`src/rtl/video_timing_gen.sv`:
```
// Video timing generator: free-running pixel/line counters with registered
// sync, data-enable, coordinate, strobe and frame-count outputs. Every output
// reflects the counter state of the previous enabled cycle, so all of them
// line up with each other.
module video_timing_gen #(
    parameter int H_ACTIVE = 640,
    parameter int H_FP     = 16,
    parameter int H_SYNC   = 96,
    parameter int H_BP     = 48,
    parameter int V_ACTIVE = 480,
    parameter int V_FP     = 10,
    parameter int V_SYNC   = 2,
    parameter int V_BP     = 33,
    parameter bit HS_POL   = 1'b1,
    parameter bit VS_POL   = 1'b1,
    parameter int CNT_W    = 12,
    parameter int FCNT_W   = 8
) (
    input  logic              pixel_clk,
    input  logic              reset,
    input  logic              ce,
    output logic              hSync,
    output logic              vSync,
    output logic              VDE,
    output logic [CNT_W-1:0]  counterX,
    output logic [CNT_W-1:0]  counterY,
    output logic              line_start,
    output logic              frame_start,
    output logic [FCNT_W-1:0] frame_cnt
);

    localparam int H_TOTAL = H_ACTIVE + H_FP + H_SYNC + H_BP;
    localparam int V_TOTAL = V_ACTIVE + V_FP + V_SYNC + V_BP;

    // Both terminal counts must be representable in the counter width.
    generate
        if ((longint'(H_TOTAL) - 1) >= (longint'(1) << CNT_W) ||
            (longint'(V_TOTAL) - 1) >= (longint'(1) << CNT_W)) begin : g_cnt_w_too_small
            $fatal(1, "video_timing_gen: CNT_W too small for H_TOTAL/V_TOTAL");
        end
    endgenerate

    // Window bounds are kept as inclusive last positions so that a zero back
    // porch (window ending exactly at the total) never needs a value that
    // would overflow CNT_W bits.
    localparam logic [CNT_W-1:0] H_LAST     = CNT_W'(H_TOTAL - 1);
    localparam logic [CNT_W-1:0] V_LAST     = CNT_W'(V_TOTAL - 1);
    localparam logic [CNT_W-1:0] HA_LAST    = CNT_W'(H_ACTIVE - 1);
    localparam logic [CNT_W-1:0] VA_LAST    = CNT_W'(V_ACTIVE - 1);
    localparam logic [CNT_W-1:0] HS_FIRST   = CNT_W'(H_ACTIVE + H_FP);
    localparam logic [CNT_W-1:0] HS_LAST    = CNT_W'(H_ACTIVE + H_FP + H_SYNC - 1);
    localparam logic [CNT_W-1:0] VS_FIRST   = CNT_W'(V_ACTIVE + V_FP);
    localparam logic [CNT_W-1:0] VS_LAST    = CNT_W'(V_ACTIVE + V_FP + V_SYNC - 1);

    logic [CNT_W-1:0]  h_cnt;
    logic [CNT_W-1:0]  v_cnt;
    logic [FCNT_W-1:0] f_cnt;

    logic h_wrap;
    logic v_wrap;
    logic hs_win;
    logic vs_win;
    logic de_win;

    // Decode of the current counter position, registered into the outputs.
    always_comb begin
        h_wrap = (h_cnt == H_LAST);
        v_wrap = (v_cnt == V_LAST);
        hs_win = (h_cnt >= HS_FIRST) && (h_cnt <= HS_LAST);
        vs_win = (v_cnt >= VS_FIRST) && (v_cnt <= VS_LAST);
        de_win = (h_cnt <= HA_LAST) && (v_cnt <= VA_LAST);
    end

    // Pixel/line counters and completed-frame count; advance only when enabled.
    always_ff @(posedge pixel_clk) begin
        if (reset) begin
            h_cnt <= '0;
            v_cnt <= '0;
            f_cnt <= '0;
        end else if (ce) begin
            if (h_wrap) begin
                h_cnt <= '0;
                if (v_wrap) begin
                    v_cnt <= '0;
                    f_cnt <= f_cnt + FCNT_W'(1);
                end else begin
                    v_cnt <= v_cnt + CNT_W'(1);
                end
            end else begin
                h_cnt <= h_cnt + CNT_W'(1);
            end
        end
    end

    // Output registers: one enabled cycle behind the counters, held while ce=0.
    // frame_cnt goes through the same stage so it changes with frame_start.
    always_ff @(posedge pixel_clk) begin
        if (reset) begin
            hSync       <= ~HS_POL;
            vSync       <= ~VS_POL;
            VDE         <= 1'b0;
            counterX    <= '0;
            counterY    <= '0;
            line_start  <= 1'b0;
            frame_start <= 1'b0;
            frame_cnt   <= '0;
        end else if (ce) begin
            hSync       <= hs_win ? HS_POL : ~HS_POL;
            vSync       <= vs_win ? VS_POL : ~VS_POL;
            VDE         <= de_win;
            counterX    <= h_cnt;
            counterY    <= v_cnt;
            line_start  <= (h_cnt == '0);
            frame_start <= (h_cnt == '0) && (v_cnt == '0);
            frame_cnt   <= f_cnt;
        end
    end

endmodule

```
`config.mk`:
```
export PLATFORM = sky130hd
export DESIGN_NAME = video_timing_gen
export DESIGN_NICKNAME = d
export VERILOG_FILES = /design/src/rtl/video_timing_gen.sv
export SDC_FILE = /design/constraint.sdc
export NUM_CORES = 1
export LEC_CHECK = 0
export CAP_MARGIN = 5
export CORE_ASPECT_RATIO = 0.7
export CORE_UTILIZATION = 43
export CTS_BUF_LIST = sky130_fd_sc_hd__clkbuf_4 sky130_fd_sc_hd__clkbuf_8
export DETAILED_ROUTE_END_ITERATION = 8
export PLACE_DENSITY_LB_ADDON = 0.3
export SLEW_MARGIN = 10
export SYNTH_ARGS = -nofsm -noshare
export SYNTH_HDL_FRONTEND = slang
export SYNTH_SLANG_ARGS = --single-unit
```
`constraint.sdc`:
```
create_clock -name pixel_clk -period 4.2 [get_ports pixel_clk]
set_input_delay 0.42 -clock pixel_clk [delete_from_list [all_inputs] [get_ports pixel_clk]]
set_output_delay 0.42 -clock pixel_clk [all_outputs]
set_load 0.02 [all_outputs]
```
=== Yosys cells after proc, flatten, opt, wreduce, memory -nomap -nowiden ===
Index checks and enable logic that the tools add are counted.

* Output and inout bits: 37
* Word-level logic and storage cells: 34
* Flip-flop bits (word level): 69
* Bits of input ports: 3

* Reductions and logical operators: 8
* Mux-type cells: 4
* Order comparisons: 6
* Eq/ne operators: 2
* Add/sub/neg operators: 3

{| class="wikitable"
|+ Operator list
! operator !! count
|-
| $add 12x1->12 const B || 2
|-
| $eq 12x10->1 const B || 2
|-
| $le 12x10->1 const B || 2
|-
| $le 12x9->1 const B || 2
|-
| $logic_not 12->1 || 2
|-
| $mux 12 || 2
|-
| $ge 12x10->1 const B || 1
|-
| $ge 12x9->1 const B || 1
|-
| $add 8x1->8 const B || 1
|-
| $logic_and 1x1->1 || 4
|-
| $reduce_and 3->1 || 1
|-
| $mux 1 || 2
|-
| $reduce_and 2->1 || 1
|}

=== Depth between registers and ports, before layout ===
* Depth after elaboration: 3
* Mapped depth: 7

=== Least setup slack after synthesis ===
Ideal clock, no wire load.

* Path type: reg2reg
* From: reg h_cnt[6]
* To: reg f_cnt[7]
* Buffers on the path: 2
* Arrival time: 2.210 ns
* Clock period less this slack: 2.331 ns
* Path slack: 1.869 ns
* Stages on the path, launching flop included: 7
* Cells stage by stage: dfxtp_1 > buf_6 > or4_4 > or4_4 > buf_6 > nor4_1 > mux2_2

* Cells in the longest elaborated chain, start to end: 2

{| class="wikitable"
|+ RTL lines
! item !! line !! source
|-
| start, declared || 55 || <nowiki>logic [CNT_W-1:0] h_cnt;</nowiki>
|-
| start signal, assigned || 90 || <nowiki>h_cnt <= h_cnt + CNT_W'(1);</nowiki>
|-
| $eq 12x10->1 || 67 || <nowiki>h_wrap = (h_cnt == H_LAST);</nowiki>
|-
| $reduce_and 3->1 (no line) || -- ||
|-
| end signal, assigned || 85 || <nowiki>f_cnt <= f_cnt + FCNT_W'(1);</nowiki>
|-
| end, declared || 57 || <nowiki>logic [FCNT_W-1:0] f_cnt;</nowiki>
|}

No other way between the ends.
A chain may end at the register's enable or synchronous reset.

=== Worst setup path in the final report ===
Same ends and word-level chain as after synthesis.

==> impl_metrics.tcl <==
set metrics [dict create \
    synth.distinct_cells 40 \
    clk_pin_slew_worst_paths_ns 0.07 \
    overflow 0 \
    post_cts_resized 0 \
    layout_commonest_cell "dfxtp_1" \
    vias 2470 \
    drc_errors 0 \
    clock_path_buffers 2 \
    min_period_over_period_pct 58.84 \
    wire_per_inst_um 14.59 \
    place_inst 446 \
    worstSetupPathType "reg -> reg" \
    power.leakage_uw 0.001297 \
    layout-drive-gt1-share_pct 6.540 \
    dp_hpwl_um 4555 \
    pwr_density_cell_nw_per_um2 336.1 \
    die_area_um2 7414 \
    yosysSeqAreaShare_pct 45.45 \
    drt-vias-per-instance 5.358 \
    globalplace.congestion 0.8731 \
    grt_util_all_layers_pct 20.19 \
    insertion_delay_ns 0.34 \
    antenna_cells 0 \
    synth_top_flop_cell "dfxtp_1" \
    fin_setup_tns_ns 0 \
    syn-cell-area_um2 3039 \
    clock_skew_ns 0.006400 \
    finalMaxSlewViolations 0 \
    grt_pass1_vias 2236 \
    cts_hold_buf 0 \
    hold_slack_ns 0.4692 \
    outcome "finished, final reports clean" \
    multi_input_area_um2 1529 \
    setup_viol 0 \
    rows 25 \
    synth_warnings 0 \
    layout_common_cells "69 x dfxtp_1, 48 x nor2_1, 37 x clkdlybuf4s50_1" \
    cp-end-kind "flop" \
    clock_sinks 69 \
    max-slew-margin-rel_pct 44.91 \
    arrival_ns 2.70 \
    synthCells 335 \
    start_util_pct 44.77 \
    syn_nets 344 \
    antenna_found_initial 0 \
    critPathMaxFanout 20 \
    crit_required_ns 4.43 \
    instances_no_fill 461 \
    synth_top_area_share_pct 45.45 \
    io_buffer_count 39 \
    final_antenna_net_count 0 \
    drt_iter0_markers 189 \
    cts_setup_buffers 0 \
    peakVddDrop_mv 0.1781 \
    cts_made_buffers 9 \
    hold_violations 0 \
    coreArea_um2 6788 \
    ys_async_sr_fraction_pct 0 \
    crit_path_start_kind "flop" \
    avgSynthCellArea_um2 9.072 \
    yosys.area.top_type "dfxtp_1" \
    fin_nets 372 \
    fmax_ghz 0.4046 \
    drt-pass1-iter-count 4 \
    area_delta_synth_final_pct 19.43 \
    period_minus_slack_ns 2.471 \
    worstMarginPinSlew_ns 0.8187 \
    clockRootBuffer "clkbuf_8" \
    yosys_register_bits 69 \
    pin_count 40 \
    routed_wl_um 6724 \
    dieWidth_um 102.5 \
    synth_area_leaders "dfxtp_1 45%, mux2i_1 11%, nor2_1 5.9%" \
    cts_tree "done" \
    grt_pass1_wl_um 11270 \
    synth_edf_count 0 \
    die_height_um 72.34 \
    nFillCells 639 \
    grt_max_degree 49 \
    h-tree-depth 3 \
    hp-class "reg -> reg" \
    timing.max_cap.violations 0 \
    rsz0062_at_grt "false" \
    regArea_um2 1381 \
]
-- where the power goes --
part / total (µW) / internal, µW / switching, µW
registers: 662 / 659 / 3.77
logic: 52.1 / 20.4 / 31.7
clock network: 506 / 274 / 231
total: 1220 / 953 / 267
-- path summary, 6_finish.rpt --
kind / startpoint / to / slack [ns] / cells past startpoint
max: h_cnt[6]$_SDFFE_PP0P_ / f_cnt[7]$_SDFFE_PP0P_ / 1.73 / 4
min: line_start$_SDFFE_PP0P_ / line_start$_SDFFE_PP0P_ / 0.47 / 2
max reg2reg: h_cnt[6]$_SDFFE_PP0P_ / f_cnt[7]$_SDFFE_PP0P_ / 1.73 / 4
min reg2reg: line_start$_SDFFE_PP0P_ / line_start$_SDFFE_PP0P_ / 0.47 / 2
-- flip-flops by register name, indices dropped and copies added, names as in the netlist --
name         cells
frame_cnt        8
counterX        12
vSync            1
hSync            1
frame_start      1
counterY        12
h_cnt           12
VDE              1
v_cnt           12
line_start       1
f_cnt            8
-- layer usage --
metal / track usage (%) / vias to the layer above / part of all wire [%]
met5: 0 / - / 0
met4: 7.937 / 0 / 0.71
met3: 5.491 / 4 / 5.5
met2: 24.52 / 71 / 39
met1: 32.21 / 1139 / 55
li1: - / 1256 / -
-- synthesized netlist by cell type, types with 7 or more instances --
master    instances
or4_1             8
nand2b_1          8
nand3_1          13
xnor2_1           7
nand4_1          12
nor4_1            7
nor2_1           48
clkbuf_1         18
nand2_1          12
o31ai_1           8
a21oi_1          23
mux2i_1          32
dfxtp_1          69
-- critical path, cell delays in order (launching register included) --
cell and delay [ns]:
dfxtp_1 0.39, or4_4 0.58, or4_4 0.66, nor4_1 0.37, mux2_2 0.37
-- metrics by stage --
step	cell area, µm²	utilization (%)	setup slack (ns)	total power (µW)
2_1_floorplan	3039	-	1.869	714.3
3_3_place_gp	3446	50.77	1.821	728.9
3_5_place_dp	3446	50.77	1.714	729.1
4_1_cts	3630	53.47	1.697	1237
5_1_grt	3630	53.47	1.495	1271
6_report	3630	53.47	1.729	1220
-- kinds of logic (layout without fill, tap and decap cells) --
kind of cell / after synthesis / in the layout / share of synthesized area [%]
XOR/XNOR: 10 / 10 / 2.882
AO/OA/AOI/OAI: 50 / 50 / 10.21
AND/OR/NAND/NOR: 137 / 137 / 23.84
adder cells (fa/ha/maj): 6 / 6 / 2.470
buffers and inverters: 30 / 62 / 4.240
flip-flops: 69 / 69 / 45.45
multiplexers: 33 / 33 / 10.91
-- area by class of cell --
type                       instances  area share, %
timing repair buffer              41          10.89
tap                               94          3.240
clock buffer                      10          3.619
inverter                           6         0.6205
sequential                        69          38.06
multi-input combinational        236          42.12
clock inverter                     5          1.448
(Power assumes the default switching activity.)
